$ cat src/rtl/router_pair_scheduler_if.sv
// Router-side handshake bundle shared by the input router and the weight router.
// The scheduler drives enables/clears/pops and the channel index; the routers return ready and context-done.
interface router_pair_scheduler_if #(
  parameter int ADDR_WIDTH = 8
);
  logic [ADDR_WIDTH-1:0] o_i_c;
  logic                  o_ir_en;
  logic                  o_ir_reg_clear;
  logic                  o_ir_pop_en;
  logic                  i_ir_ready;
  logic                  i_ir_context_done;
  logic                  o_wr_en;
  logic                  o_wr_reg_clear;
  logic                  o_wr_pop_en;
  logic                  i_wr_ready;
  logic                  i_wr_context_done;

  modport master (
    output o_i_c,
    output o_ir_en, o_ir_reg_clear, o_ir_pop_en,
    input  i_ir_ready, i_ir_context_done,
    output o_wr_en, o_wr_reg_clear, o_wr_pop_en,
    input  i_wr_ready, i_wr_context_done
  );

  modport slave (
    input  o_i_c,
    input  o_ir_en, o_ir_reg_clear, o_ir_pop_en,
    output i_ir_ready, i_ir_context_done,
    input  o_wr_en, o_wr_reg_clear, o_wr_pop_en,
    output i_wr_ready, i_wr_context_done
  );
endinterface

$ cat src/rtl/router_pair_scheduler.sv
// Walks the input-channel loop of a layer: clear, load and stream both routers in lockstep per channel.
// Pops follow i_acc_ready with zero latency; abort clears both routers for one cycle and returns to IDLE.
module router_pair_scheduler #(
  parameter int ADDR_WIDTH = 8,
  parameter int CNT_WIDTH  = 16
) (
  input  logic                    i_clk,
  input  logic                    i_nrst,
  input  logic                    i_start,
  input  logic                    i_abort,
  input  logic [ADDR_WIDTH-1:0]   i_c_size,
  input  logic                    i_acc_ready,
  router_pair_scheduler_if.master rt_if,
  output logic                    o_busy,
  output logic                    o_done,
  output logic [CNT_WIDTH-1:0]    o_pop_cnt,
  output logic [CNT_WIDTH-1:0]    o_stall_cnt,
  output logic [2:0]              o_state
);

  typedef enum logic [2:0] {
    ST_IDLE   = 3'd0,
    ST_CLEAR  = 3'd1,
    ST_LOAD   = 3'd2,
    ST_STREAM = 3'd3,
    ST_NEXT   = 3'd4,
    ST_DONE   = 3'd5,
    ST_ABORT  = 3'd6
  } state_e;

  state_e                state_q, state_d;
  logic [ADDR_WIDTH-1:0] c_size_q, c_size_d;
  logic [ADDR_WIDTH-1:0] i_c_q, i_c_d;
  logic [CNT_WIDTH-1:0]  pop_cnt_q, pop_cnt_d;
  logic [CNT_WIDTH-1:0]  stall_cnt_q, stall_cnt_d;
  logic                  rdy_ir_q, rdy_ir_d, rdy_wr_q, rdy_wr_d;
  logic                  cd_ir_q, cd_ir_d, cd_wr_q, cd_wr_d;
  logic                  en, clr, pop;

  always_comb begin
    state_d     = state_q;
    c_size_d    = c_size_q;
    i_c_d       = i_c_q;
    pop_cnt_d   = pop_cnt_q;
    stall_cnt_d = stall_cnt_q;
    rdy_ir_d    = rdy_ir_q;
    rdy_wr_d    = rdy_wr_q;
    cd_ir_d     = cd_ir_q;
    cd_wr_d     = cd_wr_q;
    en          = 1'b0;
    clr         = 1'b0;
    pop         = 1'b0;
    o_done      = 1'b0;

    case (state_q)
      ST_IDLE: begin
        if (i_start) begin
          c_size_d    = i_c_size;
          i_c_d       = '0;
          pop_cnt_d   = '0;
          stall_cnt_d = '0;
          state_d     = (i_c_size == '0) ? ST_DONE : ST_CLEAR;
        end
      end
      ST_CLEAR, ST_ABORT: begin
        clr      = 1'b1;
        rdy_ir_d = 1'b0;
        rdy_wr_d = 1'b0;
        cd_ir_d  = 1'b0;
        cd_wr_d  = 1'b0;
        state_d  = (state_q == ST_CLEAR) ? ST_LOAD : ST_IDLE;
      end
      ST_LOAD: begin
        en = 1'b1;
        if (rt_if.i_ir_ready)        rdy_ir_d = 1'b1;
        if (rt_if.i_wr_ready)        rdy_wr_d = 1'b1;
        // Context-done can legally arrive before streaming starts.
        if (rt_if.i_ir_context_done) cd_ir_d = 1'b1;
        if (rt_if.i_wr_context_done) cd_wr_d = 1'b1;
        if ((rdy_ir_q | rt_if.i_ir_ready) & (rdy_wr_q | rt_if.i_wr_ready))
          state_d = ST_STREAM;
      end
      ST_STREAM: begin
        en  = 1'b1;
        pop = i_acc_ready;
        if (i_acc_ready) begin
          if (pop_cnt_q != '1)   pop_cnt_d = pop_cnt_q + CNT_WIDTH'(1);
        end else begin
          if (stall_cnt_q != '1) stall_cnt_d = stall_cnt_q + CNT_WIDTH'(1);
        end
        if (rt_if.i_ir_context_done) cd_ir_d = 1'b1;
        if (rt_if.i_wr_context_done) cd_wr_d = 1'b1;
        if ((cd_ir_q | rt_if.i_ir_context_done) & (cd_wr_q | rt_if.i_wr_context_done))
          state_d = ST_NEXT;
      end
      ST_NEXT: begin
        if (i_c_q == c_size_q - ADDR_WIDTH'(1)) begin
          state_d = ST_DONE;
        end else begin
          i_c_d   = i_c_q + ADDR_WIDTH'(1);
          state_d = ST_CLEAR;
        end
      end
      ST_DONE: begin
        o_done  = 1'b1;
        state_d = ST_IDLE;
      end
      default: state_d = ST_IDLE;
    endcase

    // Abort overrides any transition; the channel index must not advance under it.
    if (i_abort && state_q != ST_IDLE && state_q != ST_ABORT) begin
      state_d = ST_ABORT;
      i_c_d   = i_c_q;
    end
  end

  always_ff @(posedge i_clk or negedge i_nrst) begin
    if (!i_nrst) begin
      state_q     <= ST_IDLE;
      c_size_q    <= '0;
      i_c_q       <= '0;
      pop_cnt_q   <= '0;
      stall_cnt_q <= '0;
      rdy_ir_q    <= 1'b0;
      rdy_wr_q    <= 1'b0;
      cd_ir_q     <= 1'b0;
      cd_wr_q     <= 1'b0;
    end else begin
      state_q     <= state_d;
      c_size_q    <= c_size_d;
      i_c_q       <= i_c_d;
      pop_cnt_q   <= pop_cnt_d;
      stall_cnt_q <= stall_cnt_d;
      rdy_ir_q    <= rdy_ir_d;
      rdy_wr_q    <= rdy_wr_d;
      cd_ir_q     <= cd_ir_d;
      cd_wr_q     <= cd_wr_d;
    end
  end

  assign rt_if.o_i_c          = i_c_q;
  assign rt_if.o_ir_en        = en;
  assign rt_if.o_wr_en        = en;
  assign rt_if.o_ir_reg_clear = clr;
  assign rt_if.o_wr_reg_clear = clr;
  assign rt_if.o_ir_pop_en    = pop;
  assign rt_if.o_wr_pop_en    = pop;

  assign o_busy      = (state_q != ST_IDLE);
  assign o_pop_cnt   = pop_cnt_q;
  assign o_stall_cnt = stall_cnt_q;
  // The abort cycle reports as CLEAR since its outputs are identical.
  assign o_state     = (state_q == ST_ABORT) ? 3'd1 : 3'(state_q);

endmodule
$ cat src/flat_wrapper.sv
// flat-port wrapper written by rule: the top's interface ports become plain ports
module router_pair_scheduler_flat 
#(
  parameter int ADDR_WIDTH = 8,
  parameter int CNT_WIDTH  = 16
)
  (i_clk, i_nrst, i_start, i_abort, i_c_size, i_acc_ready, o_busy, o_done, o_pop_cnt, o_stall_cnt, o_state, rt_if_o_i_c, rt_if_o_ir_en, rt_if_o_ir_reg_clear, rt_if_o_ir_pop_en, rt_if_i_ir_ready, rt_if_i_ir_context_done, rt_if_o_wr_en, rt_if_o_wr_reg_clear, rt_if_o_wr_pop_en, rt_if_i_wr_ready, rt_if_i_wr_context_done);
  router_pair_scheduler_if #(.ADDR_WIDTH(ADDR_WIDTH)) rt_if_i ();
  input  logic i_clk;
  input  logic i_nrst;
  input  logic i_start;
  input  logic i_abort;
  input  logic [ADDR_WIDTH-1:0] i_c_size;
  input  logic i_acc_ready;
  output logic o_busy;
  output logic o_done;
  output logic [CNT_WIDTH-1:0] o_pop_cnt;
  output logic [CNT_WIDTH-1:0] o_stall_cnt;
  output logic [2:0] o_state;
  output wire logic [$bits(rt_if_i.o_i_c)-1:0] rt_if_o_i_c;
  output wire logic [$bits(rt_if_i.o_ir_en)-1:0] rt_if_o_ir_en;
  output wire logic [$bits(rt_if_i.o_ir_reg_clear)-1:0] rt_if_o_ir_reg_clear;
  output wire logic [$bits(rt_if_i.o_ir_pop_en)-1:0] rt_if_o_ir_pop_en;
  input wire logic [$bits(rt_if_i.i_ir_ready)-1:0] rt_if_i_ir_ready;
  input wire logic [$bits(rt_if_i.i_ir_context_done)-1:0] rt_if_i_ir_context_done;
  output wire logic [$bits(rt_if_i.o_wr_en)-1:0] rt_if_o_wr_en;
  output wire logic [$bits(rt_if_i.o_wr_reg_clear)-1:0] rt_if_o_wr_reg_clear;
  output wire logic [$bits(rt_if_i.o_wr_pop_en)-1:0] rt_if_o_wr_pop_en;
  input wire logic [$bits(rt_if_i.i_wr_ready)-1:0] rt_if_i_wr_ready;
  input wire logic [$bits(rt_if_i.i_wr_context_done)-1:0] rt_if_i_wr_context_done;
  assign rt_if_o_i_c = rt_if_i.o_i_c;
  assign rt_if_o_ir_en = rt_if_i.o_ir_en;
  assign rt_if_o_ir_reg_clear = rt_if_i.o_ir_reg_clear;
  assign rt_if_o_ir_pop_en = rt_if_i.o_ir_pop_en;
  assign rt_if_i.i_ir_ready = rt_if_i_ir_ready;
  assign rt_if_i.i_ir_context_done = rt_if_i_ir_context_done;
  assign rt_if_o_wr_en = rt_if_i.o_wr_en;
  assign rt_if_o_wr_reg_clear = rt_if_i.o_wr_reg_clear;
  assign rt_if_o_wr_pop_en = rt_if_i.o_wr_pop_en;
  assign rt_if_i.i_wr_ready = rt_if_i_wr_ready;
  assign rt_if_i.i_wr_context_done = rt_if_i_wr_context_done;
  router_pair_scheduler #(.ADDR_WIDTH(ADDR_WIDTH), .CNT_WIDTH(CNT_WIDTH)) u_core (.i_clk(i_clk), .i_nrst(i_nrst), .i_start(i_start), .i_abort(i_abort), .i_c_size(i_c_size), .i_acc_ready(i_acc_ready), .rt_if(rt_if_i), .o_busy(o_busy), .o_done(o_done), .o_pop_cnt(o_pop_cnt), .o_stall_cnt(o_stall_cnt), .o_state(o_state));
endmodule
$ cat config.mk
export PLATFORM = sky130hd
export DESIGN_NAME = router_pair_scheduler_flat
export DESIGN_NICKNAME = d
export VERILOG_FILES = /design/src/rtl/router_pair_scheduler_if.sv /design/src/rtl/router_pair_scheduler.sv /design/src/flat_wrapper.sv
export SDC_FILE = /design/constraint.sdc
export NUM_CORES = 1
export LEC_CHECK = 0
export BUFFER_PORTS_ARGS = -buffer_cell sky130_fd_sc_hd__buf_2
export CORE_ASPECT_RATIO = 1.75
export CORE_UTILIZATION = 36
export CTS_CLUSTER_SIZE = 14
export DETAILED_ROUTE_END_ITERATION = 16
export GPL_ROUTABILITY_DRIVEN = 0
export MAX_ROUTING_LAYER = met4
export PLACE_DENSITY = 0.59
export SKIP_LAST_GASP = 1
export SLEW_MARGIN = 20
export SYNTH_ARGS = -nofsm -noshare
export SYNTH_HDL_FRONTEND = slang
export SYNTH_SLANG_ARGS = --single-unit
$ cat constraint.sdc
create_clock -name i_clk -period 5.55 [get_ports i_clk]
set_input_delay 1.11 -clock i_clk [delete_from_list [all_inputs] [get_ports i_clk]]
set_output_delay 1.11 -clock i_clk [all_outputs]
set_load 0.1 [all_outputs]
==> impl.org, run 1 <==
** Clock tree
- Htree depth :: 2
- The clock net in this run drives a total of 55 sinks.
- Clk root buf :: sky130_fd_sc_hd__clkbuf_16
- Cells resized by post-CTS repair :: 0
- Counting the buffers created by CTS gives 5.
- Clock latency on the worst-skew pair :: 0.29 ns
- The longest clock path from root to sink contains 2 buffers.
- CTS tree :: built
- The number of hold buffers added after CTS was 0.
- Post-CTS timing repair inserted 0 buffers for setup.
- Clock-pin slew on the worst setup and hold paths :: 0.07 ns

** Yosys
- In the synthesized netlist the dominant register cell turns out to be sky130_fd_sc_hd__dfrtp_1.
- The biggest area contributor in the post-synthesis netlist is sky130_fd_sc_hd__dfrtp_1.
- Post-synthesis sequential area ratio :: 0.429
- In this run the cell area of the synthesized design comes to roughly 3200 µm².
- Yosys attributes the largest share of cell area to sky130_fd_sc_hd__dfrtp_1 43%, sky130_fd_sc_hd__nand2_1 5.2%, sky130_fd_sc_hd__nor2_1 4.9%.
- Count of flip-flops with a built-in enable after synthesis :: 0
- The number of different library cells used by synthesis comes to 56.
- Flip-flop and latch count after synthesis :: 55
- Cell count after synthesis :: ~360
- Yosys Warn Count :: 0
- The share of synthesized area in the top cell type comes to 0.429.
- Share of flip-flops with an asynchronous set or reset after synthesis :: 1.00
- Synthesized Nets :: 377
- A synthesized cell averages 9.01 µm².

** Timing
- Worst-case setup margin in the final layout :: 2.37 ns
- The number of max-slew violations in the final report is 0.
- Clock skew on the completed layout was measured at just over 0.009 ns.
- Setup repair after global routing left no endpoint under its margin.
- The count of final hold-check violations came to 0.
- Minimum period implied by the final worst setup slack :: 3.18 ns
- Post-route fraction of the period consumed by the critical path :: 0.574
- Setup tns final :: 0 ns
- For the pin with the worst max-slew slack, the measured transition is 0.977 ns.
- Total of endpoints with negative setup slack in the final report :: 0
- Maximum clock frequency :: 314 MHz
- Worst slew margin relative to its limit :: 0.348

** Routing
- Remaining antenna violation count :: 0
- The first routing iteration left 193 violations.
- Dividing the detail-routed via count by the number of cells gives 5.16.
- Total via count after detailed routing :: approximately 2,700
- Final WL :: approximately 7600 µm
- Post-DR wirelength/cell :: 14.4 µm
- In the routed design, unresolved DRC markers number 0.
- First-pass iteration count of the detailed router :: 4

** Power
- Static leakage :: 0.00178 µW
- Worst voltage drop across the vdd grid :: 0.000504 V
- The analysis attributes to net switching a power of 1010 µW.
- Of the total power, registers draw 0.311.
- Power per standard cell area :: 514 nW/µm²
- The share of total power dissipated in combinational logic is 0.499.
- Sw Share :: 0.522
- Design Power :: 1940 µW
- The internal power of the cells totals 925 µW.
- Of the total power, the clock network draws 0.189.

** Cells and area
- From synthesis to final layout, the design area changed by 17.4%.
- The finished cells cover 3760 µm².
- The net count of the finished layout is 434.
- Commonest non-fill, non-tap cells in the layout :: 67 x sky130_fd_sc_hd__buf_2, 55 x sky130_fd_sc_hd__dfrtp_1, 44 x sky130_fd_sc_hd__nand2_1, 42 x sky130_fd_sc_hd__nor2_1, 18 x sky130_fd_sc_hd__xor2_1
- Most common cell after layout, fill and taps aside :: sky130_fd_sc_hd__buf_2
- In the final layout, the share of cells above drive strength 1 is 0.234.
- The filler cells instantiated in the layout total 909.
- The finished layout holds between 500 and 600 standard cells, fillers aside.
- The repair_antennas step left the layout with diodes totalling 0.

** Worst setup path
- At the worst endpoint, the required time is between 4 and 5 ns.
- Nature of the critical path startpoint :: register
- Data on the critical path arrives at its endpoint at 2.07 ns.
- The worst setup path is captured at an output port.
- By startpoint and endpoint, the worst setup path is classified as reg2out.
- Number of cells on the worst reg-to-reg path :: 6
- In this run the worst path has a maximum fanout of 14.

** Die
- Vertical extent of the die :: approximately 130 µm
- Die Area :: 9300 µm²
- Number of standard-cell rows in the floorplan :: 45
- During I/O placement, the number of pins put on the boundary was 68.
- The floorplan step set the die width to about 73 µm.
- Starting utilization of the core area :: 0.370
- The region available for standard cell placement spans 8670 µm².

** GRT
- First-pass GRT wire length :: 12,700 µm
- The number of antenna violations at the first check in global routing was 0.
- The via count of the first global-routing pass is 2,660.
- For this run, the total global-route usage over all layers was measured as 0.181.
- Final global-route overflow total :: 0
- Entering global routing, the biggest net connects 56 pins.

** Placed design
- Port-buffer cells :: 67
- After detailed placement, the total cell area comes to approximately 3600 µm².
- DP Worst Slack :: between 2 and 2.5 ns
- After legalization and detailed placement, the total HPWL measured 5530 µm.
- After detailed placement, the design holds a cell count of 523.

** Status
- Status :: complete, no violations

** Hold path
- The path class of the tightest hold or removal check is reg2reg.
- Worst hold path stage count :: 2

** Flow run
- Max-cap violation count :: 0
-- cell type report --
type	instances	area [µm²]	share of cell area
inverter	11	41.3	0.0110
tap	117	146	0.0389
timing repair buffer	68	343	0.0911
clock buffer	6	139	0.0369
clock inverter	2	35.0	0.00931
sequential	55	1380	0.366
multi-input combinational	272	1680	0.447
-- worst max-delay path, stage by stage, from the launching register on --
cell and delay (ns):
sky130_fd_sc_hd__dfrtp_1 0.65, sky130_fd_sc_hd__inv_1 0.28, sky130_fd_sc_hd__and3_1 0.27, sky130_fd_sc_hd__nor2_1 0.22, sky130_fd_sc_hd__inv_1 0.08, sky130_fd_sc_hd__buf_2 0.29
-- cell usage after synthesis (2+ instances only) --
library cell	count
sky130_fd_sc_hd__a21oi_1	17
sky130_fd_sc_hd__a22o_1	2
sky130_fd_sc_hd__a31oi_1	2
sky130_fd_sc_hd__and2_1	2
sky130_fd_sc_hd__and3_1	9
sky130_fd_sc_hd__and4b_1	2
sky130_fd_sc_hd__buf_1	4
sky130_fd_sc_hd__buf_2	2
sky130_fd_sc_hd__buf_4	6
sky130_fd_sc_hd__buf_6	2
sky130_fd_sc_hd__clkbuf_1	4
sky130_fd_sc_hd__dfrtp_1	55
sky130_fd_sc_hd__ha_1	4
sky130_fd_sc_hd__inv_1	10
sky130_fd_sc_hd__mux2_1	2
sky130_fd_sc_hd__nand2_1	44
sky130_fd_sc_hd__nand2_2	2
sky130_fd_sc_hd__nand2b_1	5
sky130_fd_sc_hd__nand3_1	10
sky130_fd_sc_hd__nand4_1	10
sky130_fd_sc_hd__nor2_1	42
sky130_fd_sc_hd__nor3_1	12
sky130_fd_sc_hd__nor3_2	8
sky130_fd_sc_hd__nor4_2	2
sky130_fd_sc_hd__o2111ai_1	3
sky130_fd_sc_hd__o211ai_1	3
sky130_fd_sc_hd__o21ai_0	12
sky130_fd_sc_hd__o21ai_1	9
sky130_fd_sc_hd__o31ai_1	7
sky130_fd_sc_hd__or3_1	4
sky130_fd_sc_hd__or4_1	4
sky130_fd_sc_hd__xnor2_1	15
sky130_fd_sc_hd__xor2_1	18
-- metal layers --
metal | vias up | global-route usage | wire length [µm]
met5 | - | - | 0
met4 | 0 | 0.0645 | 82
met1 | 1317 | 0.197 | 3130
met2 | 49 | 0.321 | 4200
met3 | 6 | 0.0326 | 225
li1 | 1366 | - | -
-- path summary, 6_finish.rpt --
path                       slack [ns]                           start                           endpoint
max in group asynchronous        4.13                          i_nrst   u_core.o_pop_cnt[14]$_DFFE_PN0P_
min in group asynchronous        0.95                          i_nrst        u_core.rdy_ir_q$_DFFE_PN0P_
min reg2reg                      0.50  u_core.c_size_q[7]$_DFFE_PN0P_     u_core.c_size_q[7]$_DFFE_PN0P_
max reg2reg                      2.81   u_core.state_q[1]$_DFFE_PN0P_  u_core.rt_if.o_i_c[0]$_DFFE_PN0P_
min                              0.50  u_core.c_size_q[7]$_DFFE_PN0P_     u_core.c_size_q[7]$_DFFE_PN0P_
max                              2.37   u_core.state_q[0]$_DFFE_PN0P_               rt_if_o_ir_reg_clear
-- power by group through the flow --
stage               Clock, µW  Sequential [µW]  Combinational [µW]
global route              395              620                1040
global placement            0              609                 959
finish                    366              603                 967
detailed placement          0              611                 973
CTS                       381              604                 975
floorplan                   0              717                 719
-- flip-flops by register name, indices dropped and copies added (netlist names) --
| signal | count |
|---|---|
| u_core.c_size_q | 8 |
| u_core.cd_ir_q | 1 |
| u_core.cd_wr_q | 1 |
| u_core.o_pop_cnt | 16 |
| u_core.o_stall_cnt | 16 |
| u_core.rdy_ir_q | 1 |
| u_core.rdy_wr_q | 1 |
| u_core.rt_if.o_i_c | 8 |
| u_core.state_q | 3 |
-- kinds of logic after synthesis --
kind of cell / synth area share
simple gates: 0.260
mux: 0.0137
buf+inv: 0.0464
flops: 0.429
fa+ha+maj: 0.0156
compound gates: 0.145
xor+xnor: 0.0901
-- through the flow --
| step | util | hold slack (ns) |
|---|---|---|
| 5_1_grt | 0.434 | 0.543 |
| 3_3_place_gp | 0.414 | 0.491 |
| 4_1_cts | 0.434 | 0.509 |
| 2_1_floorplan | - | 0.467 |
| 3_5_place_dp | 0.414 | 0.491 |
| 6_report | 0.434 | 0.499 |
(Power assumes the default switching activity.)
==> inputs of run 2 (changes only) <==
--- a/config.mk
+++ b/config.mk
@@ -12,7 +12,7 @@
 export DETAILED_ROUTE_END_ITERATION = 16
 export GPL_ROUTABILITY_DRIVEN = 0
 export MAX_ROUTING_LAYER = met4
-export PLACE_DENSITY = 0.59
+export PLACE_DENSITY = 0.61
 export SKIP_LAST_GASP = 1
 export SLEW_MARGIN = 20
 export SYNTH_ARGS = -nofsm -noshare
==> constraint.sdc (replaced) <==
create_clock -name i_clk -period 2.7 [get_ports i_clk]
set_input_delay 0.54 -clock i_clk [delete_from_list [all_inputs] [get_ports i_clk]]
set_output_delay 0.54 -clock i_clk [all_outputs]
set_load 0.1 [all_outputs]
==> impl.org, run 2 (synthesized netlist as in run 1, its figures left out) <==
** Clock tree
- The level count of the clock H-tree is 2 (unchanged).
- Clock latency on the worst-skew pair :: 0.30 ns (was 0.29 ns)
- Number of clock sinks :: 55 (unchanged)
- The number of gates resized after cts came to 0 (unchanged).
- The clock-pin slew on the worst setup and hold paths was 0.07 ns (about the same).
- Postcts setup bufs :: 0 (unchanged)
- The clock root buffer master was sky130_fd_sc_hd__clkbuf_16 (unchanged).
- # hold bufs at CTS :: 0 (unchanged)
- Worst-case clock buffer depth :: 2 (unchanged)
- Number of clock buffers inserted by TritonCTS :: 5 (unchanged)
- The clock tree from TritonCTS is built (unchanged).

** Power
- Design Power :: 3980 µW (was 1940 µW)
- The leakage component of the power was 0.00181 µW (was 0.00178 µW).
- Power per standard cell area :: 1040 nW/µm² (was 514 nW/µm²)
- The worst ir drop on vdd came to 0.000732 V (was 0.000504 V).

** Cells and area
- Total of fill cells in the finished design :: 914 (was 909)
- Final Net Count :: 442 (was 434)
- Most common cell after layout, fill and taps aside :: sky130_fd_sc_hd__buf_2 (unchanged)
- Commonest non-fill, non-tap cells in the layout: 67 x sky130_fd_sc_hd__buf_2, 55 x sky130_fd_sc_hd__dfrtp_1, 44 x sky130_fd_sc_hd__nand2_1, 42 x sky130_fd_sc_hd__nor2_1, 18 x sky130_fd_sc_hd__xor2_1 (unchanged).
- The proportion of layout cells with a drive suffix above 1 came to 0.251 (was 0.234).
- Antenna Cells :: 0 (unchanged)
- The area overhead of the layout relative to synthesis was 19.0% (was 17.4%).

** Routing
- The average wire per standard cell came to 14.9 µm (was 14.4 µm).
- The mean number of vias per cell is 5.27 (was 5.16).
- First-pass iteration count of the detailed router :: 4 (unchanged)
- The number of vias after detailed routing is 2,841 (was 2,738).
- Starting DRT DRC Count :: 127 (was 193)
- Remaining DRCs :: 0 (unchanged)
- Final WL :: 8030 µm (was 7640 µm)
- The remaining antenna violation count after routing came to 0 (unchanged).

** Timing
- Worst slew pin tran :: 0.718 ns (was 0.977 ns)
- The worst-case setup margin in the final layout is 0.129 ns (was 2.37 ns).
- The number of setup violations in the final report was 0 (unchanged).
- Slew Limit Fails :: 0 (unchanged)
- Dividing the final minimum period by the clock period gives 0.952.
- The final hold slack came to 0.368 ns (was 0.499 ns).
- Maximum clock frequency :: 389 MHz
- Setup repair after global routing missed its margin: false (unchanged).
- Setup skew after layout :: 0.00687 ns (was 0.00905 ns)
- Minimum period implied by the final worst setup slack :: 2.57 ns
- Worst slew margin relative to its limit :: 0.521 (was 0.348)
- Final Hold Vio Count :: 0 (unchanged)

** Die
- The effective utilization at floorplan came to 0.370 (unchanged).
- Vertical extent of the die :: 127 µm (unchanged)
- Top-level port count :: 68 (unchanged)
- The width of the die was 73.3 µm (unchanged).
- Die Area :: 9300 µm² (unchanged)
- The number of cell rows is 45 (unchanged).
- Core Area :: 8670 µm² (unchanged)

** Hold path
- Tightest Hold Check Type :: in2async (was reg2reg)

** Placed design
- The worst slack at placement came to 0.378 ns (was 2.40 ns).
- Placed wire-length estimate :: 5860 µm (was 5530 µm)
- Port-buffer cells :: 67 (unchanged)

** Worst setup path
- Reg-to-reg critical path endpoint :: u_core.rt_if.o_i_c[7]$_DFFE_PN0P_ (was u_core.rt_if.o_i_c[0]$_DFFE_PN0P_)
- The required time at the endpoint of the critical path was 2.16 ns (was 4.44 ns).
- The reg2reg setup slack came to 0.34 ns (was 2.81 ns).
- Signal arrival time at the worst endpoint :: 2.03 ns (was 2.07 ns)
- The highest net fanout along the worst path was 14 (unchanged).
- The type of element capturing the critical path is an output port (unchanged).
- Number of cells on the worst reg-to-reg path :: 9 (was 6)
- The startpoint of the worst register-to-register path was u_core.c_size_q[0]$_DFFE_PN0P_ (was u_core.state_q[1]$_DFFE_PN0P_).
- The critical path class is reg2out (unchanged).
- The kind of start point of the critical path is a register (unchanged).

** GRT
- The largest net degree at the start of global routing came to 56 (unchanged).
- Overall track demand over capacity in global routing :: 0.192 (was 0.181)
- Number of antenna violations at the first check in global routing :: 0 (unchanged)
- Vias in the first global route :: 2,824 (was 2,660)
- First-pass GRT wire length :: 13,500 µm (was 12,700 µm)
- The global route total overflow is 0 (unchanged).

** Status
- Status :: complete, no violations (unchanged)

** Flow run
- The count of maximum capacitance violations came to 0 (unchanged).
==> run 2: where the power goes <==
part	internal (µW)	total [µW]	switching [µW]
clock	349	659	311
sequential	979	1190	207
combinational	517	2130	1620
total	1850	3980	2130
==> run 2: routing by layer <==
layer	vias to the layer above	wire (µm)	track usage	part of all wire
met4	0	240	0.0803	0.030
met2	48	4440	0.355	0.55
met5	-	0	-	0
met1	1390	3070	0.196	0.38
li1	1388	-	-	-
met3	15	284	0.0278	0.035
==> run 2: cell type report <==
class / count / area (µm²) / share of cell area
multi-input combinational: 272 / 1690 / 0.443
sequential: 55 / 1380 / 0.361
timing repair buffer: 76 / 415 / 0.109
tap: 117 / 146 / 0.0384
clock buffer: 6 / 129 / 0.0338
inverter: 11 / 41.3 / 0.0108
clock inverter: 2 / 16.3 / 0.00426
==> run 2: worst max-delay path by stage <==
stage                                         from                                 to  slack (ns)  cells after the start
finish               u_core.state_q[0]$_DFFE_PN0P_               rt_if_o_wr_reg_clear        0.13                      5
global route         u_core.state_q[0]$_DFFE_PN0P_               rt_if_o_wr_reg_clear        0.02                      5
global placement    u_core.c_size_q[0]$_DFFE_PN0P_  u_core.rt_if.o_i_c[5]$_DFFE_PN0P_        0.47                      9
floorplan            u_core.state_q[0]$_DFFE_PN0P_                             o_done       -0.06                      4
detailed placement  u_core.c_size_q[0]$_DFFE_PN0P_  u_core.rt_if.o_i_c[7]$_DFFE_PN0P_        0.38                      9
CTS                  u_core.state_q[0]$_DFFE_PN0P_               rt_if_o_wr_reg_clear        0.11                      5
==> run 2: critical path: stages, from the launching register on <==
cell and delay [ns]:
sky130_fd_sc_hd__dfrtp_1 0.63, sky130_fd_sc_hd__inv_1 0.28, sky130_fd_sc_hd__and3_1 0.27, sky130_fd_sc_hd__nor2_1 0.19, sky130_fd_sc_hd__inv_1 0.07, sky130_fd_sc_hd__buf_2 0.29
==> run 2: through the flow <==
stage               setup TNS (ns)  area [µm²]  utilization  cells
floorplan                  -0.0556        3220            -    356
global placement                 0        3670        0.423    531
detailed placement               0        3670        0.423    531
CTS                              0        3820        0.440    539
global route                     0        3820        0.440    539
finish                           0        3820        0.440    539
